File: src/rtl/regfile_write_arbiter.sv
// Register-file write-port arbiter: writeback (A) always wins; multi-cycle unit (B)
// writes are buffered in a small FIFO and drained into idle write-port cycles.
module regfile_write_arbiter #(
   parameter int unsigned DEPTH        = 2,
   parameter int unsigned STARVE_LIMIT = 4
) (
   input  logic        clk,
   input  logic        rst,
   input  logic        wb_we,
   input  logic [4:0]  wb_addr,
   input  logic [31:0] wb_data,
   input  logic        mc_valid,
   input  logic [4:0]  mc_addr,
   input  logic [31:0] mc_data,
   output logic        mc_ready,
   output logic        rf_we,
   output logic [4:0]  rf_addr,
   output logic [31:0] rf_data,
   output logic [31:0] pend_mask,
   output logic        stall_req
);

   localparam int unsigned AW = (DEPTH > 1) ? $clog2(DEPTH) : 1;

   typedef logic [AW-1:0] ptr_t;
   typedef logic [AW:0]   cnt_t;

   logic [4:0]  addr_q [DEPTH];
   logic [31:0] data_q [DEPTH];

   ptr_t       rd_ptr_q, rd_ptr_d;
   ptr_t       wr_ptr_q, wr_ptr_d;
   cnt_t       count_q, count_d;
   logic [3:0] starve_q, starve_d;
   logic       stall_q, stall_d;

   logic a_act;
   logic push;
   logic store;
   logic pop;
   ptr_t idx;

   assign a_act     = wb_we && (wb_addr != 5'd0);
   assign mc_ready  = !rst && (count_q < cnt_t'(DEPTH));
   assign push      = mc_valid && mc_ready;
   assign store     = push && (mc_addr != 5'd0);
   assign stall_req = stall_q;

   always_comb begin
      rf_we   = 1'b0;
      rf_addr = '0;
      rf_data = '0;
      pop     = 1'b0;
      if (a_act) begin
         rf_we   = 1'b1;
         rf_addr = wb_addr;
         rf_data = wb_data;
      end else if (count_q != '0) begin
         rf_we   = 1'b1;
         rf_addr = addr_q[rd_ptr_q];
         rf_data = data_q[rd_ptr_q];
         pop     = 1'b1;
      end
   end

   // Entry i (counted from the head) is live when i < count.
   always_comb begin
      pend_mask = '0;
      idx       = '0;
      for (int unsigned i = 0; i < DEPTH; i++) begin
         idx = rd_ptr_q + ptr_t'(i);
         if (cnt_t'(i) < count_q) begin
            pend_mask[addr_q[idx]] = 1'b1;
         end
      end
   end

   always_comb begin
      rd_ptr_d = rd_ptr_q + ptr_t'(pop);
      wr_ptr_d = wr_ptr_q + ptr_t'(store);
      count_d  = count_q;
      if (store && !pop) begin
         count_d = count_q + cnt_t'(1);
      end else if (!store && pop) begin
         count_d = count_q - cnt_t'(1);
      end

      starve_d = starve_q;
      if (pop || (count_q == '0)) begin
         starve_d = '0;
      end else if (a_act && (starve_q != 4'hF)) begin
         starve_d = starve_q + 4'd1;
      end
      stall_d = (starve_d >= 4'(STARVE_LIMIT));
   end

   always_ff @(posedge clk or posedge rst) begin
      if (rst) begin
         rd_ptr_q <= '0;
         wr_ptr_q <= '0;
         count_q  <= '0;
         starve_q <= '0;
         stall_q  <= 1'b0;
      end else begin
         rd_ptr_q <= rd_ptr_d;
         wr_ptr_q <= wr_ptr_d;
         count_q  <= count_d;
         starve_q <= starve_d;
         stall_q  <= stall_d;
      end
   end

   always_ff @(posedge clk) begin
      if (store) begin
         addr_q[wr_ptr_q] <= mc_addr;
         data_q[wr_ptr_q] <= mc_data;
      end
   end

endmodule

File: config.mk
export PLATFORM = sky130hd
export DESIGN_NAME = regfile_write_arbiter
export DESIGN_NICKNAME = d
export VERILOG_FILES = /design/src/rtl/regfile_write_arbiter.sv
export SDC_FILE = /design/constraint.sdc
export NUM_CORES = 1
export LEC_CHECK = 0
export ABC_AREA = 1
export ABC_CLOCK_PERIOD_IN_PS = 1800
export BUFFER_PORTS_ARGS = -buffer_cell sky130_fd_sc_hd__buf_2
export CORE_MARGIN = 2
export CORE_UTILIZATION = 27
export CTS_BUF_LIST = sky130_fd_sc_hd__clkbuf_4 sky130_fd_sc_hd__clkbuf_8
export DETAILED_ROUTE_END_ITERATION = 10
export HOLD_SLACK_MARGIN = 0.03
export REMOVE_ABC_BUFFERS = 1
export SYNTH_ARGS = -nofsm -noshare
export SYNTH_HDL_FRONTEND = slang
export SYNTH_SLANG_ARGS = --single-unit
File: constraint.sdc
create_clock -name clk -period 1.8 [get_ports clk]
set_input_delay 0.36 -clock clk [delete_from_list [all_inputs] [get_ports clk]]
set_output_delay 0.36 -clock clk [all_outputs]
set_load 0.03 [all_outputs]
==> results of run 1 <==
-- flip-flops by register name, summed over array words and instances, names as in the netlist --
| register | count |
|---|---|
| addr_q | 10 |
| wr_ptr_q | 1 |
| count_q | 2 |
| starve_q | 4 |
| rd_ptr_q | 1 |
| stall_req | 1 |
| data_q | 64 |
-- synth_stat cells (all sizes together) (2+ instances only) --
library cell	n	area, um2
xor2	2	17.5
edfxtp	74	2220
dfrtp	9	225
ha	6	75.1
nand2	99	414
inv	32	120
o21ai	68	382
mux2i	32	320
nor2	32	193
buf	9	85.1
nor3	4	30.0
a21oi	2	10.0
clkbuf	7	26.3
nand3	45	235
-- kinds of logic (layout without fill, tap and decap cells) --
logic type / Yosys count / count (layout) / synth area share [%]
xor gates and xnor gates: 3 / 3 / 0.599
and+or+nand+nor: 181 / 181 / 20.0
DFF: 83 / 83 / 55.8
muxes: 32 / 32 / 7.31
AOI/OAI and AO/OA: 72 / 72 / 9.25
adders and majority gates: 6 / 6 / 1.71
buffers and inverters: 48 / 244 / 5.28
-- cell type report --
type,instances,share of cell area [%]
sequential,83,38.2
multi-input combinational,294,30.8
tap,216,4.22
clock inverter,6,0.508
inverter,32,1.91
clock buffer,10,2.05
timing repair buffer,196,22.3
-- layer usage --
metal,track usage [%],share of wire (%),vias to the layer above
met5,0,0,-
met4,4.53,1.8,0
met3,3.09,6.8,20
met2,24.8,50,167
met1,16.4,41,1767
li1,-,-,1863
-- through the flow --
| stage | util, % | setup WS, ps | hold WS, ps | cell area, um2 |
|---|---|---|---|---|
| detailed placement | 35.4 | -154 | 384 | 5620 |
| global placement | 35.4 | -116 | 380 | 5620 |
| finish | 40.3 | -415 | 202 | 6400 |
| floorplan | - | -1740 | 188 | 4270 |
| CTS | 39.3 | -413 | 177 | 6240 |
| global route | 40.3 | -541 | 174 | 6400 |
-- path summary, 6_finish.rpt --
kind | startpoint | end | slack [ps]
worst max-delay path | rd_ptr_q | pend_mask[1] | -410
max in group asynchronous | rst | rd_ptr_q | 930
worst min-delay path | mc_data[22] | data_q[1][22] | 200
worst min register to register | starve_q[3] | starve_q[3] | 600
worst max register to register | count_q[0] | count_q[0] | 60
min in group asynchronous | rst | count_q[1] | 560
-- what timing repair did --
item / 4_1_cts / 5_1_grt
hold buffers: 1 / 0
gates cloned: 1 / 0
setup buffers: 7 / 5
setup endpoints to repair: 69 / 145
pin swaps: 23 / 8
gates resized for setup: 117 / 38
hold endpoints to repair: 9 / 0
-- power groups by stage --
stage / sequential [mW] / clock, mW / combinational, mW
6_report: 2.47 / 1.14 / 4.96
5_1_grt: 2.50 / 1.27 / 5.31
3_5_place_dp: 2.51 / 0 / 3.95
2_1_floorplan: 2.70 / 0 / 2.42
4_1_cts: 2.47 / 1.19 / 4.68
3_3_place_gp: 2.49 / 0 / 3.90
==> results_dict.tcl, run 1 <==
set metrics [dict create \
    worstHoldPathCells 1 \
    worstPathBufferInverterCount 5 \
    drtIter0Drc 170 \
    worstPathRequired_ps 1440 \
    p_total_mw 8.57 \
    ff2ff_path_depth 8 \
    power_switching_mw 3.73 \
    ys_seq_elements 83 \
    path_common_cell "buf_4" \
    clock_latency_ps 340 \
    cts_sinks 83 \
    post_drt_via_cell_ratio 4.56 \
    crit_arrival_ps 1850 \
    grt_pass1_wl_mm 19.2 \
    vias 3817 \
    start_util_pct 27.6 \
    core-area_mm2 0.0159 \
    dieArea_mm2 0.0173 \
    grt_pass1_vias 3816 \
    final_cell_mix "buf_2 (89), nand2_1 (82), buf_4 (76)" \
    end_kind "primary output" \
    p_int_mw 4.83 \
    finalClockSkew_ps 8.55 \
    layout.cells.non_filler 837 \
    final_common_cell "buf_2" \
    wirelength_mm 12.2 \
    hold_path.class "in -> reg" \
    hold_viol 0 \
    seq_power_share_pct 28.9 \
    nFillCells 1554 \
    worst_slew_pin_slew_ps 412 \
    numPortBuffers 149 \
    setup_violations 69 \
    synth_area_per_cell_um2 10.3 \
    cp_slowest_cell "dfrtp_2" \
    drt_pass1_iterations 4 \
    wire_per_inst_um 14.6 \
    synth_area_mm2 0.00438 \
    power_density_mw_per_mm2 1340 \
    grt.total_usage_pct 13.8 \
    cts.path.max_buffers 2 \
    fin_crit_ps 2210 \
    cts.clk_slew.worst_paths_ps 80 \
    htree_levels 3 \
    drive_above_1_share_pct 46.5 \
    synth-main-ff-cell "edfxtp_1" \
    drv_cap 0 \
    comb_power_share_pct 57.8 \
    io-pin-count 150 \
    status "finished with violations" \
    syn_to_final_growth_pct 46.1 \
    cpPeakStageDelay_ps 400 \
    tns_ps -20760 \
    rsz0062_at_grt "true" \
    switching_share_pct 43.6 \
    antenna_found_initial 0 \
    violations "setup timing" \
    slew_headroom_pct 72.6 \
    path_cells "buf_6, inv_2, nand2_1, nand2_2, buf_4, nor2_4, inv_1, o21ai_1, buf_4" \
    crit_path_max_fanout 7 \
    hpwl_mm 8.56 \
    multi_input_area_mm2 0.00197 \
    grt_max_degree 36 \
    die_w_um 131 \
    ys_types 30 \
    finalCritPeriodShare_pct 123 \
    fmax_mhz 451 \
    numCtsBuffers 9 \
    ys_warn_count 0 \
    cp.depth 9 \
    ant_nets 0 \
    dp_cells 807 \
    path_class "reg -> out" \
    tritoncts "built" \
    pwr-share-clk_pct 13.3 \
    die_h_um 131 \
    worst_slack_ps -415 \
    gp_congestion 0.901 \
    crit_family "buffers and inverters" \
    nets 700 \
    finalMaxSlewViolations 0 \
    num_rows 46 \
    drc 0 \
    final-seq-area_mm2 0.00245 \
    diodes 0 \
    synth_seq_area_share_pct 55.8 \
    setup.worst_path.start_class "flip-flop" \
    grt-ovfl-total 0 \
    cts_root_buffer "clkbuf_8" \
    p_leak_nw 2.75 \
    ys_async_sr_fraction_pct 10.8 \
    synth_cells 425 \
    peakVddDrop_v 0.000588 \
    synth_edf_count 74 \
]
Note: power is estimated with default switching activity, not from simulation.
==> inputs of run 2 (changes only) <==
--- a/config.mk
+++ b/config.mk
@@ -13,7 +13,9 @@
 export CTS_BUF_LIST = sky130_fd_sc_hd__clkbuf_4 sky130_fd_sc_hd__clkbuf_8
 export DETAILED_ROUTE_END_ITERATION = 10
 export HOLD_SLACK_MARGIN = 0.03
+export RECOVER_POWER = 25
 export REMOVE_ABC_BUFFERS = 1
+export SKIP_LAST_GASP = 1
 export SYNTH_ARGS = -nofsm -noshare
 export SYNTH_HDL_FRONTEND = slang
 export SYNTH_SLANG_ARGS = --single-unit
==> run 2 against run 1 <==
Effect of this change: the run still ends with setup timing left; maximum frequency grew 0.79%; first-iteration DRC count grew 5.3%; global-route usage is essentially flat; sequential power is essentially flat; final area grew 6.2%; combinational power grew 12%; critical endpoint is now pend_mask[6]; cell count grew 0.60%; power grew 7.1%; die area is the same; largest power group unchanged; setup slack gained 17 ps; non-clock buffer count grew 5; register-to-register slack lost 110 ps.
==> results_dict.tcl, run 2 (synthesis results as in run 1) <==
set metrics [dict create \
    status "finished with violations" \
    violations "setup timing" \
    crit_arrival_ps 1840 \
    tritoncts "built" \
    drtIter0Drc 179 \
    reg_top3 "data_q: 64 flops, addr_q: 10 flops, starve_q: 4 flops" \
    grt_max_degree 36 \
    antenna_found_initial 0 \
    grt_pass1_wl_mm 19.2 \
    finalClockSkew_ps 7.19 \
    finalMaxSlewViolations 0 \
    hold_viol 0 \
    hold_path.class "in -> reg" \
    hpwl_mm 8.56 \
    crit_path_max_fanout 22 \
    end_kind "primary output" \
    grt.total_usage_pct 13.8 \
    diodes 0 \
    io-pin-count 150 \
    numPortBuffers 149 \
    finalCoreUtilization_pct 42.8 \
    worstPathRequired_ps 1440 \
    worst_slew_pin_slew_ps 399 \
    grt_pass1_vias 3805 \
    finalCritPeriodShare_pct 122 \
    drt_pass1_iterations 4 \
    vias 3824 \
    clock_latency_ps 340 \
    wirelength_mm 12.9 \
    path_class "reg -> out" \
    p_leak_nw 2.84 \
    die_w_um 131 \
    setup_violations 71 \
    die_h_um 131 \
    drive_above_1_share_pct 51.3 \
    setup.worst_path.start_class "flip-flop" \
    grt-ovfl-total 0 \
    final_common_cell "nand2_1" \
    syn_to_final_growth_pct 55.1 \
    post_drt_via_cell_ratio 4.54 \
    wire_per_inst_um 15.3 \
    cts.path.max_buffers 2 \
    largest_reg_flops 64 \
    cts_root_buffer "clkbuf_8" \
    fin_crit_ps 2200 \
    worst_slack_ps -398 \
    drc 0 \
    place_area_mm2 0.00562 \
    dieArea_mm2 0.0173 \
    power_density_mw_per_mm2 1350 \
    dp_slack_ps -154 \
    nets 705 \
    core-area_mm2 0.0159 \
    numCtsBuffers 9 \
    start_util_pct 27.6 \
    final_area_mm2 0.00680 \
    fmax_mhz 455 \
    gp_congestion 0.901 \
    ant_nets 0 \
    slew_headroom_pct 73.4 \
    rsz0062_at_grt "true" \
    num_rows 46 \
    drv_cap 0 \
    final_cell_mix "nand2_1 (82), buf_2 (77), edfxtp_1 (74)" \
    max_flop_register "data_q" \
    cts.clk_slew.worst_paths_ps 80 \
    peakVddDrop_v 0.000731 \
    cts_sinks 83 \
    htree_levels 3 \
]
==> run 2: worst paths after layout <==
path	from	to	slack [ps]	cells past startpoint
min in group asynchronous	rst	count_q[1]	550	3
max in group asynchronous	rst	rd_ptr_q	950	3
setup / recovery	rd_ptr_q	pend_mask[6]	-400	8
setup reg to reg	count_q[0]	count_q[1]	-50	10
hold / removal	mc_data[2]	data_q[1][2]	200	1
hold reg to reg	starve_q[3]	starve_q[3]	600	4
==> run 2: report_power, final <==
part / switching [mW] / internal [mW] / leakage (nW)
clock: 0.633 / 0.502 / 0.0806
sequential: 0.113 / 2.37 / 0.788
combinational: 3.22 / 2.34 / 1.97
total: 3.97 / 5.21 / 2.84
==> run 2: layer usage <==
layer | wire length (um) | track usage, % | vias to the layer above
li1 | - | - | 1871
met1 | 5280 | 16.4 | 1780
met2 | 6550 | 24.6 | 153
met3 | 854 | 3.16 | 20
met4 | 220 | 4.53 | 0
met5 | 0 | 0 | -
==> run 2: worst max-delay path, stage by stage (launching register included) <==
cell	delay, ps
dfrtp_2	430
buf_12	170
nand2_1	120
o21ai_4	90
buf_4	160
nor2_2	170
nand2_1	70
o21ai_1	90
buf_4	180
==> run 2: cell type report <==
class                   count  area [um2]
multi-input cells         294        2180
inverters                  32         123
well taps                 216         270
flip-flops and latches     83        2450
clock buffers              10         131
repair buffers            201        1620
fillers                  1514        9080
clock inverters             6        32.5
==> run 2: timing repair <==
action,CTS,global route
setup endpoints to repair,69,145
cloned,1,3
hold endpoints to repair,9,0
pin swaps,23,8
setup buffers,7,7
gates resized for setup,106,131
hold buffers,1,0
==> run 2: stage by stage <==
stage | power (mW) | hold WS, ps | TNS, ps | std cells
3_3_place_gp | 6.39 | 380 | -4920 | 807
6_report | 9.18 | 201 | -21700 | 842
2_1_floorplan | 5.13 | 188 | -136780 | 409
5_1_grt | 9.70 | 174 | -31070 | 842
3_5_place_dp | 6.46 | 384 | -5440 | 807
4_1_cts | 8.29 | 177 | -22510 | 832
==> inputs of run 3 (changes only) <==
--- a/config.mk
+++ b/config.mk
@@ -13,7 +13,6 @@
 export CTS_BUF_LIST = sky130_fd_sc_hd__clkbuf_4 sky130_fd_sc_hd__clkbuf_8
 export DETAILED_ROUTE_END_ITERATION = 10
 export HOLD_SLACK_MARGIN = 0.03
-export RECOVER_POWER = 25
 export REMOVE_ABC_BUFFERS = 1
 export SKIP_LAST_GASP = 1
 export SYNTH_ARGS = -nofsm -noshare
==> run 3 against run 2 <==
Effect of this change: clock skew is essentially flat; setup slack got worse by 2.6 ps; sequential share of layout area is essentially flat; the flow still finishes with violations (setup timing); utilization about the same.
==> results_dict.tcl, run 3 (synthesis results as in run 1) <==
set metrics [dict create \
    status "finished with violations" \
    violations "setup timing" \
    ff2ff_path_depth 10 \
    crit_arrival_ps 1840 \
    post_drt_via_cell_ratio 4.55 \
    drt_pass1_iterations 4 \
    grt-ovfl-total 0 \
    seq_power_share_pct 27.0 \
    start_util_pct 27.6 \
    tns_ps -21750 \
    end_kind "primary output" \
    grt.total_usage_pct 13.8 \
    hold_viol 0 \
    worstPathRequired_ps 1440 \
    holdWs_ps 201 \
    max_flop_register "data_q" \
    nets 705 \
    numCtsBuffers 9 \
    drc 0 \
    numPortBuffers 149 \
    p_total_mw 9.18 \
    switching_share_pct 43.3 \
    fmax_mhz 455 \
    hold_end "data_q[1][2]" \
    largest_reg_flops 64 \
    path_cells "buf_12, nand2_1, o21ai_4, buf_4, nor2_2, nand2_1, o21ai_1, buf_4" \
    dp_cells 807 \
    crit_path_max_fanout 22 \
    grt_max_degree 36 \
    cts.path.max_buffers 2 \
    rsz0062_at_grt "true" \
    worstPathBufferInverterCount 3 \
    crit_family "buffers and inverters" \
    diodes 0 \
    core-area_mm2 0.0159 \
    power_density_mw_per_mm2 1350 \
    wire_per_inst_um 15.3 \
    hpwl_mm 8.56 \
    grt_pass1_wl_mm 19.2 \
    p_leak_nw 2.85 \
    path_class "reg -> out" \
    finalMaxSlewViolations 0 \
    syn_to_final_growth_pct 55.2 \
    grt_pass1_vias 3805 \
    layout.cells.non_filler 842 \
    finalCritPeriodShare_pct 122 \
    hold_path.class "in -> reg" \
    comb_power_share_pct 60.6 \
    pwr-share-clk_pct 12.4 \
    ant_nets 0 \
    rrSetupSlack_ps -50 \
    dieArea_mm2 0.0173 \
    use_met2_pct 24.6 \
    worstHoldPathCells 1 \
    drive_above_1_share_pct 51.9 \
    final_cell_mix "nand2_1 (82), buf_2 (81), edfxtp_1 (74)" \
    antenna_found_initial 0 \
    setup.worst_path.start_class "flip-flop" \
    clock_latency_ps 340 \
    peakVddDrop_v 0.000731 \
    cts_sinks 83 \
    worst_slack_ps -400 \
    p_int_mw 5.21 \
    htree_levels 3 \
    use_met1_pct 16.4 \
    cts_root_buffer "clkbuf_8" \
    use_met3_pct 3.16 \
    reg_top3 "data_q: 64 flops, addr_q: 10 flops, starve_q: 4 flops" \
    cp_slowest_cell "dfrtp_2" \
    worst_slew_pin_slew_ps 401 \
    fin_crit_ps 2200 \
    vias 3835 \
    drv_cap 0 \
    setup_violations 71 \
    final_area_mm2 0.00681 \
    slew_headroom_pct 73.3 \
    r2r-end "count_q[1]" \
    cpPeakStageDelay_ps 430 \
    gp_congestion 0.901 \
    die_w_um 131 \
    place_area_mm2 0.00562 \
    grt-busiest-layer "met2" \
    num_rows 46 \
    drtIter0Drc 179 \
    io-pin-count 150 \
    die_h_um 131 \
    cts.clk_slew.worst_paths_ps 80 \
    hold_path_startpoint "mc_data[2]" \
    power_switching_mw 3.97 \
    rr_startpoint "count_q[0]" \
    final_common_cell "nand2_1" \
    finalClockSkew_ps 7.09 \
    wirelength_mm 12.9 \
    tritoncts "built" \
]
run 3: cell count changes in the layout (fill, tap and decap cells not counted), sizes merged:
cell	before	now
clkbuf	20	16
buf	190	194
run 3: area by class of cell:
type | instances | area [um2]
Inverter | 32 | 123
Fill cell | 1511 | 9080
Multi-Input combinational cell | 294 | 2180
Sequential cell | 83 | 2450
Clock buffer | 10 | 131
Timing Repair Buffer | 201 | 1620
Tap cell | 216 | 270
Clock inverter | 6 | 32.5
run 3: how the worst max path moves through the flow:
stage              from       endpoint  cells past startpoint
2_1_floorplan  rd_ptr_q   pend_mask[1]                      4
3_3_place_gp   rd_ptr_q   pend_mask[3]                      7
3_5_place_dp   rd_ptr_q   pend_mask[1]                      7
4_1_cts        rd_ptr_q   pend_mask[1]                      7
5_1_grt        rd_ptr_q  pend_mask[27]                      7
6_report       rd_ptr_q   pend_mask[6]                      8
run 3: routing by layer:
metal  wire [um]  vias to the layer above
met1        5230                     1779
met2        6550                      164
met4         220                        0
met5           0                        -
li1            -                     1872
met3         891                       20
run 3: worst reg2reg max path: stages (launching register included):
cell and delay, ps:
dfrtp_1 400, inv_2 60, ha_4 160, inv_4 60, buf_12 100, nand2_8 100, clkbuf_16 210, buf_4 150
ha_1 330, nand2_1 70, o21ai_0 80
run 3: what timing repair did:
item                                    CTS  global route
endpoints found under the setup margin   69           145
pin swaps                                23             8
gates resized for setup                 106           131
endpoints found under the hold margin     9             0
hold buffers                              1             0
buffers inserted                          7             7
gates cloned                              1             3
run 3: stage by stage:
| step | setup WS [ps] | utilization [%] |
|---|---|---|
| 6_report | -400 | 42.8 |
| 3_5_place_dp | -154 | 35.4 |
| 2_1_floorplan | -1740 | - |
| 5_1_grt | -546 | 42.8 |
| 3_3_place_gp | -116 | 35.4 |
| 4_1_cts | -413 | 39.0 |
run 3: power groups by stage:
stage / sequential [mW] / combinational, mW / clock (mW)
CTS: 2.47 / 4.64 / 1.19
global route: 2.51 / 5.93 / 1.26
detailed placement: 2.51 / 3.95 / 0
global placement: 2.49 / 3.90 / 0
finish: 2.48 / 5.56 / 1.14
floorplan: 2.70 / 2.42 / 0
